## src/rtl/fifo_pkg.sv

```systemverilog
// Shared constants and sizing helpers for the FIFO pointer controller.
package fifo_pkg;
  localparam int FIFO_N     = 4;
  localparam int FIFO_DEPTH = 1 << FIFO_N;
  localparam int FIFO_PW    = FIFO_N + 1;

  function automatic int depth_of(input int n);
    return 1 << n;
  endfunction

  // pointer width: address bits plus one wrap bit
  function automatic int ptr_w(input int n);
    return n + 1;
  endfunction
endpackage

```

## src/rtl/fifo_ctrl_if.sv

```systemverilog
// Producer/consumer handshake and RAM sequencing bundle for fifo_ctrl.
// AlmostFull/AlmostEmpty exist only when FIFO_ALMOST_EN is defined.
interface fifo_ctrl_if #(parameter int N = 4);
  logic         WrEn;
  logic         RdEn;
  logic         RamWe;
  logic [N-1:0] WrAddr;
  logic [N-1:0] RdAddr;
  logic         Full;
  logic         Empty;
  logic [N:0]   Count;
  logic [N:0]   WrPtrGray;
  logic [N:0]   RdPtrGray;
  logic         Overflow;
  logic         Underflow;
`ifdef FIFO_ALMOST_EN
  logic         AlmostFull;
  logic         AlmostEmpty;
`endif

  modport master (
    output WrEn, RdEn,
    input  RamWe, WrAddr, RdAddr, Full, Empty, Count,
           WrPtrGray, RdPtrGray, Overflow, Underflow
`ifdef FIFO_ALMOST_EN
    , input AlmostFull, AlmostEmpty
`endif
  );

  modport slave (
    input  WrEn, RdEn,
    output RamWe, WrAddr, RdAddr, Full, Empty, Count,
           WrPtrGray, RdPtrGray, Overflow, Underflow
`ifdef FIFO_ALMOST_EN
    , output AlmostFull, AlmostEmpty
`endif
  );
endinterface

```

## src/rtl/fifo_ctrl_bin2gray.sv

```systemverilog
// Binary to reflected-Gray conversion, purely combinational.
module bin2gray #(parameter int W = 5) (
  input  logic [W-1:0] bin,
  output logic [W-1:0] gray
);
  assign gray = bin ^ (bin >> 1);
endmodule

```

## src/rtl/fifo_ctrl.sv

```systemverilog
// Single-clock FIFO pointer controller for an external 2^N-word dual-port RAM.
// Optional FIFO_ALMOST_EN adds registered AlmostFull/AlmostEmpty flags.
module fifo_ctrl
  import fifo_pkg::*;
#(
  parameter int N = FIFO_N
`ifdef FIFO_ALMOST_EN
  , parameter int AF_GAP = 1
  , parameter int AE_GAP = 1
`endif
) (
  input logic       clk,
  input logic       rst,
  fifo_ctrl_if.slave bus
);
  localparam int PW    = ptr_w(N);
  localparam int DEPTH = depth_of(N);

  logic [PW-1:0] wptr, rptr, wptr_n, rptr_n, cnt_n;
  logic [PW-1:0] wg_n, rg_n;
  logic [PW-1:0] cnt_q, wg_q, rg_q;
  logic          full_q, empty_q, ovf_q, udf_q;
  logic          wr_acc, rd_acc;
  logic          full_n, empty_n;

  // acceptance uses only the registered flags, so RamWe has no RdEn path
  assign wr_acc = bus.WrEn & ~full_q;
  assign rd_acc = bus.RdEn & ~empty_q;

  assign wptr_n  = wptr + PW'(wr_acc);
  assign rptr_n  = rptr + PW'(rd_acc);
  assign cnt_n   = wptr_n - rptr_n;
  assign empty_n = (wptr_n == rptr_n);
  assign full_n  = (wptr_n[N] != rptr_n[N]) & (wptr_n[N-1:0] == rptr_n[N-1:0]);

  bin2gray #(.W(PW)) u_wgray (.bin(wptr_n), .gray(wg_n));
  bin2gray #(.W(PW)) u_rgray (.bin(rptr_n), .gray(rg_n));

  always_ff @(posedge clk or posedge rst) begin
    if (rst) begin
      wptr    <= '0;
      rptr    <= '0;
      cnt_q   <= '0;
      wg_q    <= '0;
      rg_q    <= '0;
      full_q  <= 1'b0;
      empty_q <= 1'b1;
      ovf_q   <= 1'b0;
      udf_q   <= 1'b0;
    end else begin
      wptr    <= wptr_n;
      rptr    <= rptr_n;
      cnt_q   <= cnt_n;
      wg_q    <= wg_n;
      rg_q    <= rg_n;
      full_q  <= full_n;
      empty_q <= empty_n;
      ovf_q   <= bus.WrEn & full_q;
      udf_q   <= bus.RdEn & empty_q;
    end
  end

`ifdef FIFO_ALMOST_EN
  localparam logic [PW-1:0] AF_TH = PW'(DEPTH - AF_GAP);
  localparam logic [PW-1:0] AE_TH = PW'(AE_GAP);
  logic af_q, ae_q;

  always_ff @(posedge clk or posedge rst) begin
    if (rst) begin
      af_q <= 1'b0;
      ae_q <= 1'b1;
    end else begin
      af_q <= (cnt_n >= AF_TH);
      ae_q <= (cnt_n <= AE_TH);
    end
  end

  assign bus.AlmostFull  = af_q;
  assign bus.AlmostEmpty = ae_q;
`endif

  assign bus.RamWe     = wr_acc;
  assign bus.WrAddr    = wptr[N-1:0];
  assign bus.RdAddr    = rptr[N-1:0];
  assign bus.Full      = full_q;
  assign bus.Empty     = empty_q;
  assign bus.Count     = cnt_q;
  assign bus.WrPtrGray = wg_q;
  assign bus.RdPtrGray = rg_q;
  assign bus.Overflow  = ovf_q;
  assign bus.Underflow = udf_q;
endmodule

```

## src/flat_wrapper.sv

```systemverilog
// flat-port wrapper written by rule: the top's interface ports become plain ports
module fifo_ctrl_flat import fifo_pkg::*;
#(
  parameter int N = FIFO_N

)
  (clk, rst, bus_WrEn, bus_RdEn, bus_RamWe, bus_WrAddr, bus_RdAddr, bus_Full, bus_Empty, bus_Count, bus_WrPtrGray, bus_RdPtrGray, bus_Overflow, bus_Underflow);
  fifo_ctrl_if #(.N(N)) bus_i ();
  input logic clk;
  input logic rst;
  input wire logic [$bits(bus_i.WrEn)-1:0] bus_WrEn;
  input wire logic [$bits(bus_i.RdEn)-1:0] bus_RdEn;
  output wire logic [$bits(bus_i.RamWe)-1:0] bus_RamWe;
  output wire logic [$bits(bus_i.WrAddr)-1:0] bus_WrAddr;
  output wire logic [$bits(bus_i.RdAddr)-1:0] bus_RdAddr;
  output wire logic [$bits(bus_i.Full)-1:0] bus_Full;
  output wire logic [$bits(bus_i.Empty)-1:0] bus_Empty;
  output wire logic [$bits(bus_i.Count)-1:0] bus_Count;
  output wire logic [$bits(bus_i.WrPtrGray)-1:0] bus_WrPtrGray;
  output wire logic [$bits(bus_i.RdPtrGray)-1:0] bus_RdPtrGray;
  output wire logic [$bits(bus_i.Overflow)-1:0] bus_Overflow;
  output wire logic [$bits(bus_i.Underflow)-1:0] bus_Underflow;
  assign bus_i.WrEn = bus_WrEn;
  assign bus_i.RdEn = bus_RdEn;
  assign bus_RamWe = bus_i.RamWe;
  assign bus_WrAddr = bus_i.WrAddr;
  assign bus_RdAddr = bus_i.RdAddr;
  assign bus_Full = bus_i.Full;
  assign bus_Empty = bus_i.Empty;
  assign bus_Count = bus_i.Count;
  assign bus_WrPtrGray = bus_i.WrPtrGray;
  assign bus_RdPtrGray = bus_i.RdPtrGray;
  assign bus_Overflow = bus_i.Overflow;
  assign bus_Underflow = bus_i.Underflow;
  fifo_ctrl #(.N(N)) u_core (.clk(clk), .rst(rst), .bus(bus_i));
endmodule
```

## config.mk

```make
export PLATFORM = sky130hd
export DESIGN_NAME = fifo_ctrl_flat
export DESIGN_NICKNAME = d
export VERILOG_FILES = /design/src/rtl/fifo_pkg.sv /design/src/rtl/fifo_ctrl_if.sv /design/src/rtl/fifo_ctrl_bin2gray.sv /design/src/rtl/fifo_ctrl.sv /design/src/flat_wrapper.sv
export SDC_FILE = /design/constraint.sdc
export NUM_CORES = 1
export LEC_CHECK = 0
export BUFFER_PORTS_ARGS = -buffer_cell sky130_fd_sc_hd__buf_4
export CAP_MARGIN = 30
export CORE_ASPECT_RATIO = 1.25
export CORE_UTILIZATION = 45
export CTS_CLUSTER_SIZE = 30
export DETAILED_ROUTE_END_ITERATION = 12
export GPL_TIMING_DRIVEN = 0
export PLACE_DENSITY = 0.73
export SYNTH_ARGS = -nofsm -noshare
export SYNTH_HDL_FRONTEND = slang
export SYNTH_SLANG_ARGS = --single-unit
```

## constraint.sdc

```tcl
create_clock -name clk -period 2.2 [get_ports clk]
set_clock_uncertainty 0.05 [all_clocks]
set_input_delay 0.55 -clock clk [delete_from_list [all_inputs] [get_ports clk]]
set_output_delay 0.55 -clock clk [all_outputs]
set_load 0.03 [all_outputs]
```

==> out/results.txt <==
status - complete, but fails checks
failing checks - setup timing
Die Width - 47.3 µm
CTS Buf Count - 3
layout cells sized above 1 - 0.446
Worst Setup Start Kind - flip-flop
DR WL/cell - 12.8 µm
final setup fails - 1
FF-to-FF Start - u_core.bus.Empty$_DFF_PP1_
gpl congestion - 0.701
cell mode on critical path - maj3_2
Seq/Total Area, Yosys - 0.587
Post-synth EDFFs - 0
CP endpoint kind - flip-flop
Worst Path Max Fanout - 2
Antenna Cells - 0
crit path kind - flip-flop to flip-flop
post-synth top area share - 0.564
Layout area overhead - 37.5%
Root Driver - clkbuf_4
largest net degree at the start of global routing - 28
Slew Limit Fails - 0
input/output buffers - 31
clock latency on the worst-skew pair - 310 ps
clk buf depth - 2
YS warnings - 0
fin crit share - 1.07
die height - 58.6 µm
CP required - 2350 ps
Mapped Area - 1150 µm²
Antenna Violating Nets Remaining - 0
via count - 741
DRT Wirelength - 2080 µm
CP Cell Sequence - and3b_4, ha_4, xnor2_4, ha_2, a21oi_2, maj3_2, maj3_2, xnor2_1
Netlist cell types - 23
Reg-to-Reg End - u_core.bus.Count[4]$_DFF_PP0_
Worst Tran Pin Value - 564 ps
FF-to-FF setup slack - -150 ps
Largest stage delay, worst path - 550 ps
count leader, synth - dfrtp_1
synth cell count leaders - dfrtp_1, xnor2_1, inv_1
TritonCTS clock tree - built
hpwl dp - 1410 µm
CP delay by family, top - adder cells
1st-iter DRT viols - 12
Max Cap Viol - 0
WP buf/inv - 0
Sink Count - 27
I/O Pins - 32
DRC errors left - 0
Async SR Flop Fraction - 1.00
Mapped Cells - 88
syn_nets - 96
GRT Residual Overflow - 0
slew margin rel. - 0.624
Post-synth top flop - dfrtp_1
R2R cell count - 8
vias in the first global route - 768
Fin. Hold Viols - 0
first-pass GRT wire length - 3260 µm
gr usage total - 0.168
RSZ-0062 raised after global routing - yes
crit path time final - 2350 ps
Avg Cell Area, Syn - 13.1 µm²
H-tree Lvls - 1
Seq cells post-synth - 27
pre-CTS setup slack - -482 ps
setup ws final - -149 ps
CP Data Arrival Time - 2500 ps
TritonRoute pass-1 iters - 2
full die area - 2770 µm²
Vias/cell - 4.55
Final Net Count - 139
CP max-delay cell - dfstp_2
initial antenna violation count - 0
placement row count - 20
CP startpoint - u_core.bus.Empty$_DFF_PP1_
FMAX - 0.426 GHz
worst hold path type - primary input to async pin
clock-pin slew of the registers on the worst-case setup and hold paths - 130 ps
largest area contributor in the netlist - dfrtp_1
CORE AREA - 2430 µm²
Area contributors post-synth - dfrtp_1, xnor2_1, ha_1, inv_1, xor2_1
Starting Density - 0.475
-- registers in the layout, summed over array words and instances (netlist names) --
register and flops:
u_core.bus.Count 5, u_core.bus.RdPtrGray 5, u_core.bus.WrPtrGray 5, u_core.rptr 4, u_core.wptr 4, u_core.bus.Empty 1, u_core.bus.Full 1, u_core.bus.Overflow 1
u_core.bus.Underflow 1
-- placed cells by master (no fill, tap or decap), types with 2 or more instances in the layout --
cell type  count
inv_1         12
nor2_1         2
ha_2           2
xor2_1         3
xnor2_4        2
dfrtp_1       26
xnor2_1       17
and2_1         2
nand4_1        2
clkbuf_4       3
maj3_2         2
buf_4         37
ha_4           2
xor2_2         2
nand3_1        2
-- worst register-to-register path, stage by stage (launching register included) --
cell	delay (ps)
dfstp_2	550
and3b_4	210
ha_4	300
xnor2_4	120
ha_2	190
a21oi_2	50
maj3_2	320
maj3_2	310
xnor2_1	130
-- metrics by stage --
stage	instance area [µm²]	hold WS (ps)	util	TNS [ps]	std cells
6_report	1590	230	0.654	-149	163
5_1_grt	1590	258	0.654	-200	163
4_1_cts	1560	397	0.643	-125	162
3_5_place_dp	1450	484	0.598	-914	152
3_3_place_gp	1450	475	0.598	-836	152
2_1_floorplan	1180	545	-	-442	88
-- cells by family after synthesis --
logic type | share of synthesized area
and+or+nand+nor | 0.0770
xor gates and xnor gates | 0.205
AOI/OAI and AO/OA | 0.0163
adders and majority gates | 0.0716
buffers and inverters | 0.0434
DFF | 0.587
-- area by class of cell --
cell class | instances | area, µm²
inverters | 12 | 45.0
clock buffers | 4 | 26.3
flip-flops and latches | 27 | 677
multi-input cells | 48 | 493
fillers | 193 | 841
well taps | 33 | 41.3
repair buffers | 38 | 293
plain buffers | 1 | 11.3
-- worst max path at each step --
stage / endpoint / slack (ps) / cells after the start
floorplan: u_core.bus.Count[4]$_DFF_PP0_ / -410 / 10
global placement: u_core.bus.Count[4]$_DFF_PP0_ / -490 / 11
detailed placement: u_core.bus.Count[4]$_DFF_PP0_ / -480 / 11
CTS: u_core.bus.Count[4]$_DFF_PP0_ / -120 / 10
global route: u_core.bus.Count[4]$_DFF_PP0_ / -200 / 10
finish: u_core.bus.Count[4]$_DFF_PP0_ / -150 / 8
-- what timing repair did --
item                       4_1_cts  5_1_grt
gates resized for setup          4        3
setup buffers                    6        0
setup endpoints to repair        2        3
pin swaps                        3        6
hold buffers                     0        0
-- layer usage --
layer / GRT usage / part of all wire / up-vias
met3: 0.0215 / 0.031 / 2
li1: - / - / 357
met1: 0.184 / 0.39 / 368
met4: 0.0857 / 0.0091 / 0
met5: 0 / 0 / -
met2: 0.299 / 0.57 / 14
Power is left out: the tool's default activity adds up to more than one toggle a clock period on the data nets, which glitch-free logic cannot reach.
